$ cat src/rtl/cache_pkg.sv
`default_nettype none
// ============================================================================
// Module   : cache_pkg
// Purpose  : Shared widths, FSM state encodings and address-field helpers
//            for the 2-way set-associative cache controller.
// Revision : 1.0 - initial release
// ============================================================================
package cache_pkg;

  localparam int ADDR_W      = 32;
  localparam int DATA_W      = 32;
  localparam int LINE_W      = 512;
  localparam int INDEX_BITS  = 6;
  localparam int OFFSET_BITS = 6;
  localparam int TAG_BITS    = ADDR_W - INDEX_BITS - OFFSET_BITS;
  localparam int WORD_BITS   = 4;
  localparam int NUM_SETS    = 1 << INDEX_BITS;

  // Controller states
  typedef logic [2:0] state_t;
  localparam logic [2:0] IDLE    = 3'd0;
  localparam logic [2:0] CHECK   = 3'd1;
  localparam logic [2:0] RD_REQ  = 3'd2;
  localparam logic [2:0] RD_WAIT = 3'd3;
  localparam logic [2:0] FILL    = 3'd4;
  localparam logic [2:0] WR_REQ  = 3'd5;
  localparam logic [2:0] WR_WAIT = 3'd6;

  function automatic logic [TAG_BITS-1:0] addr_tag(input logic [ADDR_W-1:0] a);
    return a[ADDR_W-1 -: TAG_BITS];
  endfunction

  function automatic logic [INDEX_BITS-1:0] addr_index(input logic [ADDR_W-1:0] a);
    return a[OFFSET_BITS +: INDEX_BITS];
  endfunction

  function automatic logic [WORD_BITS-1:0] addr_word(input logic [ADDR_W-1:0] a);
    return a[2 +: WORD_BITS];
  endfunction

endpackage
`default_nettype wire

$ cat src/rtl/cache_tag_array.sv
`default_nettype none
// ============================================================================
// Module   : cache_tag_array
// Purpose  : Tag, valid and LRU storage for 64 sets x 2 ways with a
//            parallel 2-way tag compare. lru_store[set] names the victim way.
// Revision : 1.0 - initial release
// ============================================================================
module cache_tag_array
  import cache_pkg::*;
(
  input  logic                  clk,
  input  logic                  rst_n,
  input  logic [INDEX_BITS-1:0] idx,
  input  logic [TAG_BITS-1:0]   tag,
  input  logic                  inval_en,
  input  logic                  fill_en,
  input  logic                  lru_touch_en,
  output logic                  hit,
  output logic                  hit_way
);

  logic [TAG_BITS-1:0] tag_store   [NUM_SETS][2];
  logic [1:0]          valid_store [NUM_SETS];
  logic [NUM_SETS-1:0] lru_store;

  logic hit_w0;
  logic hit_w1;
  logic victim;

  // Compare the addressed set in both ways; victim is the set's LRU way
  always_comb begin
    hit_w0  = valid_store[idx][0] && (tag_store[idx][0] == tag);
    hit_w1  = valid_store[idx][1] && (tag_store[idx][1] == tag);
    hit     = hit_w0 | hit_w1;
    hit_way = ~hit_w0;
    victim  = lru_store[idx];
  end

  // Valid and LRU bits: cleared on reset, updated by fill, touch and invalidate
  always_ff @(posedge clk or negedge rst_n) begin
    if (!rst_n) begin
      for (int s = 0; s < NUM_SETS; s++) begin
        valid_store[s] <= 2'b00;
      end
      lru_store <= '0;
    end else begin
      if (fill_en) begin
        valid_store[idx][victim] <= 1'b1;
        lru_store[idx]           <= ~victim;
      end else if (lru_touch_en) begin
        lru_store[idx] <= ~hit_way;
      end
      if (inval_en) begin
        valid_store[idx][hit_way] <= 1'b0;
      end
    end
  end

  // Tags need no reset; they are qualified by the valid bits
  always_ff @(posedge clk) begin
    if (fill_en) begin
      tag_store[idx][victim] <= tag;
    end
  end

endmodule
`default_nettype wire

$ cat src/rtl/cache_ctrl_2way.sv
`default_nettype none
// ============================================================================
// Module   : cache_ctrl_2way
// Purpose  : 2-way set-associative, write-through, no-write-allocate cache
//            controller between a CPU port, a line SRAM and main memory.
//            Optional macro CC_PERF_CNT_EN adds internal hit/miss counters.
// Revision : 1.0 - initial release
// ============================================================================
module cache_ctrl_2way
  import cache_pkg::*;
(
  input  logic              clk,
  input  logic              rst_n,
  input  logic [ADDR_W-1:0] phy_addr,
  input  logic [DATA_W-1:0] data_from_cpu,
  input  logic              read_mem,
  input  logic              write_mem,
  output logic [DATA_W-1:0] data_to_cpu,
  output logic              hit_miss,
  output logic              ready_stall,
  output logic [INDEX_BITS-1:0] cache_mem_index,
  output logic [LINE_W-1:0] cache_mem_data_in,
  output logic              cache_mem_write_en,
  input  logic [LINE_W-1:0] cache_mem_data_out,
  output logic [ADDR_W-1:0] main_mem_addr,
  output logic [DATA_W-1:0] main_mem_data_out,
  output logic              main_mem_read_req,
  output logic              main_mem_write_req,
  input  logic [LINE_W-1:0] main_mem_data_in,
  input  logic              main_mem_ready
);

  logic [2:0]        state_q,       state_d;
  logic [ADDR_W-1:0] reg_phy_addr,  reg_phy_addr_d;
  logic [DATA_W-1:0] reg_wdata,     reg_wdata_d;
  logic              is_rd_q,       is_rd_d;
  logic [DATA_W-1:0] data_to_cpu_q, data_to_cpu_d;
  logic              hit_miss_q,    hit_miss_d;
  logic [LINE_W-1:0] line_q,        line_d;
  logic [ADDR_W-1:0] mem_addr_q,    mem_addr_d;
  logic [DATA_W-1:0] mem_wdata_q,   mem_wdata_d;

  logic hit;
  logic hit_way;
  logic tag_inval;
  logic tag_fill;
  logic lru_touch;

  cache_tag_array u_tag_array (
    .clk          (clk),
    .rst_n        (rst_n),
    .idx          (addr_index(reg_phy_addr)),
    .tag          (addr_tag(reg_phy_addr)),
    .inval_en     (tag_inval),
    .fill_en      (tag_fill),
    .lru_touch_en (lru_touch),
    .hit          (hit),
    .hit_way      (hit_way)
  );

  // Next-state and datapath decisions for the request sequence
  always_comb begin
    state_d        = state_q;
    reg_phy_addr_d = reg_phy_addr;
    reg_wdata_d    = reg_wdata;
    is_rd_d        = is_rd_q;
    data_to_cpu_d  = data_to_cpu_q;
    hit_miss_d     = hit_miss_q;
    line_d         = line_q;
    mem_addr_d     = mem_addr_q;
    mem_wdata_d    = mem_wdata_q;
    tag_inval      = 1'b0;
    tag_fill       = 1'b0;
    lru_touch      = 1'b0;
    case (state_q)
      IDLE: begin
        if (read_mem || write_mem) begin
          reg_phy_addr_d = phy_addr;
          reg_wdata_d    = data_from_cpu;
          is_rd_d        = read_mem;
          state_d        = CHECK;
        end
      end
      CHECK: begin
        hit_miss_d = hit;
        if (is_rd_q) begin
          if (hit) begin
            data_to_cpu_d = cache_mem_data_out[{addr_word(reg_phy_addr), 5'b0} +: DATA_W];
            lru_touch     = 1'b1;
            state_d       = IDLE;
          end else begin
            mem_addr_d = {addr_tag(reg_phy_addr), addr_index(reg_phy_addr), {OFFSET_BITS{1'b0}}};
            state_d    = RD_REQ;
          end
        end else begin
          // Write-through: a hitting line is dropped rather than updated
          tag_inval   = hit;
          mem_addr_d  = reg_phy_addr & ~32'h3;
          mem_wdata_d = reg_wdata;
          state_d     = WR_REQ;
        end
      end
      RD_REQ:  state_d = RD_WAIT;
      RD_WAIT: begin
        if (main_mem_ready) begin
          line_d  = main_mem_data_in;
          state_d = FILL;
        end
      end
      FILL: begin
        tag_fill      = 1'b1;
        data_to_cpu_d = line_q[{addr_word(reg_phy_addr), 5'b0} +: DATA_W];
        state_d       = IDLE;
      end
      WR_REQ:  state_d = WR_WAIT;
      WR_WAIT: begin
        if (main_mem_ready) begin
          state_d = IDLE;
        end
      end
      default: state_d = IDLE;
    endcase
  end

  // Register all controller state; reset abandons any transaction
  always_ff @(posedge clk or negedge rst_n) begin
    if (!rst_n) begin
      state_q       <= IDLE;
      reg_phy_addr  <= '0;
      reg_wdata     <= '0;
      is_rd_q       <= 1'b0;
      data_to_cpu_q <= '0;
      hit_miss_q    <= 1'b0;
      line_q        <= '0;
      mem_addr_q    <= '0;
      mem_wdata_q   <= '0;
    end else begin
      state_q       <= state_d;
      reg_phy_addr  <= reg_phy_addr_d;
      reg_wdata     <= reg_wdata_d;
      is_rd_q       <= is_rd_d;
      data_to_cpu_q <= data_to_cpu_d;
      hit_miss_q    <= hit_miss_d;
      line_q        <= line_d;
      mem_addr_q    <= mem_addr_d;
      mem_wdata_q   <= mem_wdata_d;
    end
  end

`ifdef CC_PERF_CNT_EN
  logic [31:0] hit_cnt;
  logic [31:0] miss_cnt;

  // Saturating lookup-outcome counters, one step per CHECK cycle
  always_ff @(posedge clk or negedge rst_n) begin
    if (!rst_n) begin
      hit_cnt  <= '0;
      miss_cnt <= '0;
    end else if (state_q == CHECK) begin
      if (hit) begin
        if (hit_cnt != '1) hit_cnt <= hit_cnt + 32'd1;
      end else begin
        if (miss_cnt != '1) miss_cnt <= miss_cnt + 32'd1;
      end
    end
  end
`else
  // Performance counters not built
`endif

  assign data_to_cpu        = data_to_cpu_q;
  assign hit_miss           = hit_miss_q;
  assign ready_stall        = (state_q != IDLE);
  assign cache_mem_index    = addr_index(reg_phy_addr);
  assign cache_mem_data_in  = line_q;
  assign cache_mem_write_en = (state_q == FILL);
  assign main_mem_addr      = mem_addr_q;
  assign main_mem_data_out  = mem_wdata_q;
  assign main_mem_read_req  = (state_q == RD_REQ);
  assign main_mem_write_req = (state_q == WR_REQ);

endmodule
`default_nettype wire

$ cat config.mk
export PLATFORM = sky130hd
export DESIGN_NAME = cache_ctrl_2way
export DESIGN_NICKNAME = d
export VERILOG_FILES = /design/src/rtl/cache_pkg.sv /design/src/rtl/cache_tag_array.sv /design/src/rtl/cache_ctrl_2way.sv
export SDC_FILE = /design/constraint.sdc
export NUM_CORES = 2
export LEC_CHECK = 0
export ABC_AREA = 0
export CORE_AREA = 4 4 658 660
export CTS_BUF_LIST = sky130_fd_sc_hd__clkbuf_8 sky130_fd_sc_hd__clkbuf_16
export CTS_CLUSTER_DIAMETER = 50
export DETAILED_ROUTE_END_ITERATION = 12
export DIE_AREA = 0 0 662 664
export PLACE_DENSITY_LB_ADDON = 0.2
export SLEW_MARGIN = 20
export SYNTH_ARGS = -nofsm -noshare
export SYNTH_HDL_FRONTEND = slang
export SYNTH_SLANG_ARGS = --single-unit
$ cat constraint.sdc
create_clock -name clk -period 12.92 [get_ports clk]
set_input_delay 3.876 -clock clk [delete_from_list [all_inputs] [get_ports clk]]
set_output_delay 3.876 -clock clk [all_outputs]
set_load 0.02 [all_outputs]
### Word-level counts from Yosys, hierarchy flattened

Memory sizes are Yosys's and may differ from the RTL's.
Cells that the tools add are included.

* $lt $le $gt $ge: 10
* reduce and logical (&&, ||, !) cells: 18
* mux-type cells: 42
* bitwise logic cells: 9
* shift-type cells: 2
* equality and inequality tests: 14

Operators with widths (number)
* $shiftx 512x10->32: 2
* $mux 128: 2
* $and 128x128->128: 1
* $bwmux 64: 2
* $mux 32: 4
* $mux 64: 2
* $not 128->128: 1
* $or 128x128->128: 1
* $pmux 32 s2: 1
* $eq 20x20->1: 2
* $mux 40: 1
* $demux 2 s6: 2
* $demux 20 s1: 1
* $mux 20: 1
* $pmux 3 s6: 1
* $bmux 2 s6: 1
* $mux 3: 4
* $ne 2x2->1 const B: 6
* $mux 1: 11
* $mux 2: 5
* $eq 3x3->1 const B: 3
* $reduce_and 2->1: 4
* $ge 7x7->1 const B: 1
* $logic_and 1x1->1: 7
* 21 further kinds: 29

* register bits: 869
* memories kept: 1
* bits in writable memories: 2560
* word-level logic and storage cells: 170

Memories
* u_tag_array.tag_store: depth 64, bits a word 40, read ports 1, clocked after memory_dff 0, wr ports 1, line cache_tag_array.sv:22 `logic [TAG_BITS-1:0] tag_store [NUM_SETS][2];`

### Longest topological paths before layout

* word-level depth: 15
* mapped depth: 21
* depth with buffers taken out: 11

### Hierarchy

From an unflattened synthesis, not the netlist that was laid out.

* cell total of the unflattened synthesis: 8702
* area, all modules: 140051.8 um^2

By module, submodules not included
* cache_tag_array: cells an instance 6069, instances 1, seq. area each 81678.3 um^2, area an instance 106634.8 um^2
* cache_ctrl_2way: cells an instance 2633, instances 1, seq. area each 16841.2 um^2, area an instance 33417.0 um^2

### Worst setup path before layout

OpenSTA, ideal clock, no wires.

* kind: flip-flop to output port
* start point: register state_q[1]
* end point: output cache_mem_write_en
* buffers on the path: 5
* slack: 6.492 ns
* required time: 9.044 ns
* arrival: 2.552 ns
* stages on the path, launching flop included: 8
* cells stage by stage: dfrtp_1 -> clkbuf_1 -> or3_1 -> clkbuf_1 -> inv_2 -> clkbuf_1 -> clkbuf_1 -> clkbuf_1

* word-level cells in the longest chain between the ends: 1

Ends and longest elaborated chain
* from (decl): line cache_ctrl_2way.sv:33 `logic [2:0] state_q, state_d;`
* from (signal assigned): line cache_ctrl_2way.sv:138 `state_q <= state_d;`
* $eq 3x3->1: line cache_ctrl_2way.sv:176 `assign cache_mem_write_en = (state_q == FILL);`
* to (decl): line cache_ctrl_2way.sv:23 `output logic cache_mem_write_en,`

Every way passes these cells.

### Worst setup path after layout

* start point: register reg_phy_addr[11]
* end point: register data_to_cpu_q[13], in the netlist data_to_cpu[13]

* word-level cells in the longest chain between the ends: 8
* elaborated cells on any way between the ends: 12
* classes of those cells: 3 x eq/ne; 3 x mux; 2 x bitwise; 3 x reduce/logical; 1 x memory

Ends and longest elaborated chain
* from (decl): line cache_ctrl_2way.sv:34 `logic [ADDR_W-1:0] reg_phy_addr, reg_phy_addr_d;`
* from (signal assigned): line cache_ctrl_2way.sv:139 `reg_phy_addr <= reg_phy_addr_d;`
* parallel branches: the longest is 5 deep, another holds $mem_v2 64x40
* $or 1x1->1 *: line cache_tag_array.sv:34 `hit = hit_w0 | hit_w1;`
* $ne 2x2->1 (no source line) *
* $reduce_and 3->1 (no source line) *
* to (signal assigned): line cache_ctrl_2way.sv:142 `data_to_cpu_q <= data_to_cpu_d;`
* to (decl): line cache_ctrl_2way.sv:37 `logic [DATA_W-1:0] data_to_cpu_q, data_to_cpu_d;`

Mark *: on every way between the ends. The select of a mux whose other input is x is not followed.
A chain may end at the register's enable or synchronous reset.

==> results.toml <==
[outcome]
status = "complete, no violations"

[floorplanning]
die_w_um = 662
initial_core_util = 0.3312
num_rows = 240
coreArea_um2 = 426700
fp.dieH_um = 664
ioPinCount = 1712
die_area_um2 = 439600

[sta]
skew_ns = 0.08279
setup-tns-final_ns = 0
rsz0062_at_grt = "no"
max_freq_ghz = 0.1239
period_share = 0.6245
slew_viol_final = 0
hold_viol_final = 0
worst_pin_slew_ns = 1.386
finalSetupViolCount = 0
period_minus_slack_ns = 8.069
max-slew-margin-rel = 0.07591
hold_ws_ns = 0.4896

[clocking]
cts_sinks = 3425
cts_resized = 0
clockBufferDepth = 4
cts_buffers = 432
clk_pin_slew_ns = 0.06
cts_tree = "done"
htreeDepth = 5
clock_latency_ns = 1.03
hold_buffers = 0
cts_setup_buffers = 0
cts-root-buf = "clkbuf_16"

[placement]
dpl_cell_area_um2 = 167000
port_buffers = 1707
gp_routability_congestion = 1.085
hpwl_um = 739200
dp_cells = 14950

[logic_synthesis]
syn_inst = 7777
synth_ff_type = "edfxtp_1"
ys_ff_latch = 3425
synthTopCellsByArea = "edfxtp_1, dfrtp_1, mux4_2, mux2_2, mux2i_1"
synth_edf_count = 2560
yosysSeqAreaShare = 0.6971
synth_top_area_cell = "edfxtp_1"
synth.avg_cell_area_um2 = 18.17
ys.warnings.count = 0
synth_top_area_share = 0.5439
synthesis.area_um2 = 141300
synthDistinctLibCells = 86
async_flop_share = 0.2526

[final_layout]
layout_commonest_cell = "edfxtp_1"
multi_input_area_um2 = 41260
layout_common_cells = "edfxtp_1, clkdlybuf4s50_1, dfrtp_1"
syn_to_final_growth_pct = 30.77
final_net_count = 10790
final-seq-area_um2 = 98630
drive_gt1_frac = 0.2669
stdcell_area_um2 = 184800
fillers = 38030
instances_no_fill = 17030

[routing]
wl_um = 961100
firstDrtPassIters = 8
wl_per_cell_um = 56.45
drc = 0
via_per_inst = 5.886
drt_iter0_markers = 15980
vias = 100200
final_antenna_net_count = 0

[worst_setup_path]
rr_worst_depth = 14
crit_arrival_ns = 8.90
worstPathCellList = "buf_4, or4b_2, o22ai_1, o41ai_1, o221a_1, a21oi_1, nor4b_1, nand4b_1, nor4_4, a41oi_4, buf_4, o31ai_4, buf_4, mux2_1"
critical_path_class = "register to register"
worstSetupEndpointType = "register"
slowest_delay_ns = 1.01
critPathMaxFanout = 68
cp-start-kind = "register"
required_ns = 13.75
crit_path_frequent_cell = "buf_4"
slowest_stage = "o41ai_1"

[pwr]
clock_power_share = 0.247
seqPwrFrac = 0.371
p_sw_uw = 21880
p_comb_frac = 0.382
p_sw_frac = 0.4372
power_density_nw_per_um2 = 270.7
p_leak_uw = 0.06229
p_int_uw = 28160
worst_ir_drop_vdd_mv = 0.2009

[global_route]
grt_max_degree = 154
overflow = 0
antenna_found_initial = 608
first_global_vias = 90370
grt_use_total = 0.4271
grt_pass1_wl_um = 1160000

[min_path]
hp-class = "register to register"
min_path_cells = 1

[job]
max_cap_violations = 0
[state kept, by name (all words and copies together), names as in the netlist]
name	cells
hit_miss	1
u_tag_array.valid_store	128
reg_phy_addr	30
reg_wdata	32
main_mem_addr	30
data_to_cpu	32
state_q	3
u_tag_array.lru_store	64
is_rd_q	1
u_tag_array.tag_store	2560
main_mem_data_out	32
cache_mem_data_in	512
[metrics by stage]
stage,util,power [µW],setup slack [ns]
5_1_grt,0.4319,50370,4.836
3_3_place_gp,0.3912,37040,4.761
4_1_cts,0.4257,49460,4.978
6_report,0.4331,50040,4.851
2_1_floorplan,-,24530,6.492
3_5_place_dp,0.3915,37210,5.009
[cell type report]
type,instances,area share
sequential,3425,0.5336
multi-input combinational,3784,0.2232
clock buffer,455,0.06075
tap,5687,0.03850
timing repair buffer,2039,0.1079
clock inverter,350,0.01841
antenna,1268,0.01717
inverter,17,0.0003927
[logic make-up after synthesis]
group,after synthesis,share of synthesized area
DFF,3425,0.6971
buffers and inverters,569,0.01954
AOI/OAI and AO/OA,967,0.04835
and+or+nand+nor,847,0.02865
xor gates and xnor gates,32,0.001983
muxes,1936,0.2044
other,1,0.00002653
[worst max-delay path, delay by kind of cell, from the launching register on]
kind            cells  cell delay (ns)
compound gates      6             2.31
buf+inv             3             1.63
flops               1             0.97
mux                 1             0.38
simple gates        4             2.22
[power groups by stage]
stage / Sequential, µW / Combinational, µW / Clock [µW]
2_1_floorplan: 17100 / 7410 / 0
3_3_place_gp: 18500 / 18500 / 0
3_5_place_dp: 18600 / 18700 / 0
4_1_cts: 18300 / 18700 / 12400
5_1_grt: 18200 / 19200 / 12900
6_report: 18500 / 19100 / 12400
[layer usage]
metal  up-vias  GRT usage  wire length, µm
li1      36860          -                -
met4       168     0.3573            95480
met2      7645     0.6332           425600
met5         -          0             1118
met3      1849     0.1397            97860
met1     53690     0.5024           341000
[synth_stat cells, types with 9 or more instances]
library cell and count:
buf_4 72, nor3_1 45, and3_1 21, buf_1 49, o22ai_1 220, edfxtp_1 2560
xnor2_1 18, xor2_1 14, a22o_1 30, nor4_1 33, a221oi_1 108, dfrtp_1 865
a21oi_1 143, clkbuf_1 267, nor2b_1 11, nand4_1 23, mux2_2 740, inv_1 15
a22oi_1 164, nand3_1 50, mux2_1 57, buf_2 140, o211ai_1 13, mux2i_1 459
nor2_1 323, a2bb2oi_1 65, a32oi_1 19, o21ai_0 95, nand2b_1 14, nor3b_1 9
buf_6 24, nand2_1 228, nand3b_1 12, a221o_1 12, mux4_2 680, o221ai_1 10
a211oi_1 15
[worst paths after layout]
path	from	slack (ns)	endpoint
worst max-delay path	reg_phy_addr[11]$_DFFE_PN0P_	4.85	data_to_cpu[13]$_DFFE_PN0P_
worst max register to register	reg_phy_addr[11]$_DFFE_PN0P_	4.85	data_to_cpu[13]$_DFFE_PN0P_
worst min-delay path	main_mem_addr[19]$_DFFE_PN0P_	0.49	main_mem_addr[19]$_DFFE_PN0P_
worst min register to register	main_mem_addr[19]$_DFFE_PN0P_	0.49	main_mem_addr[19]$_DFFE_PN0P_
max in group asynchronous	rst_n	7.76	u_tag_array.valid_store[125]$_DFF_PN0_
min in group asynchronous	rst_n	2.93	cache_mem_data_in[36]$_DFFE_PN0P_
No activity file was read; power rests on OpenSTA's default activity.
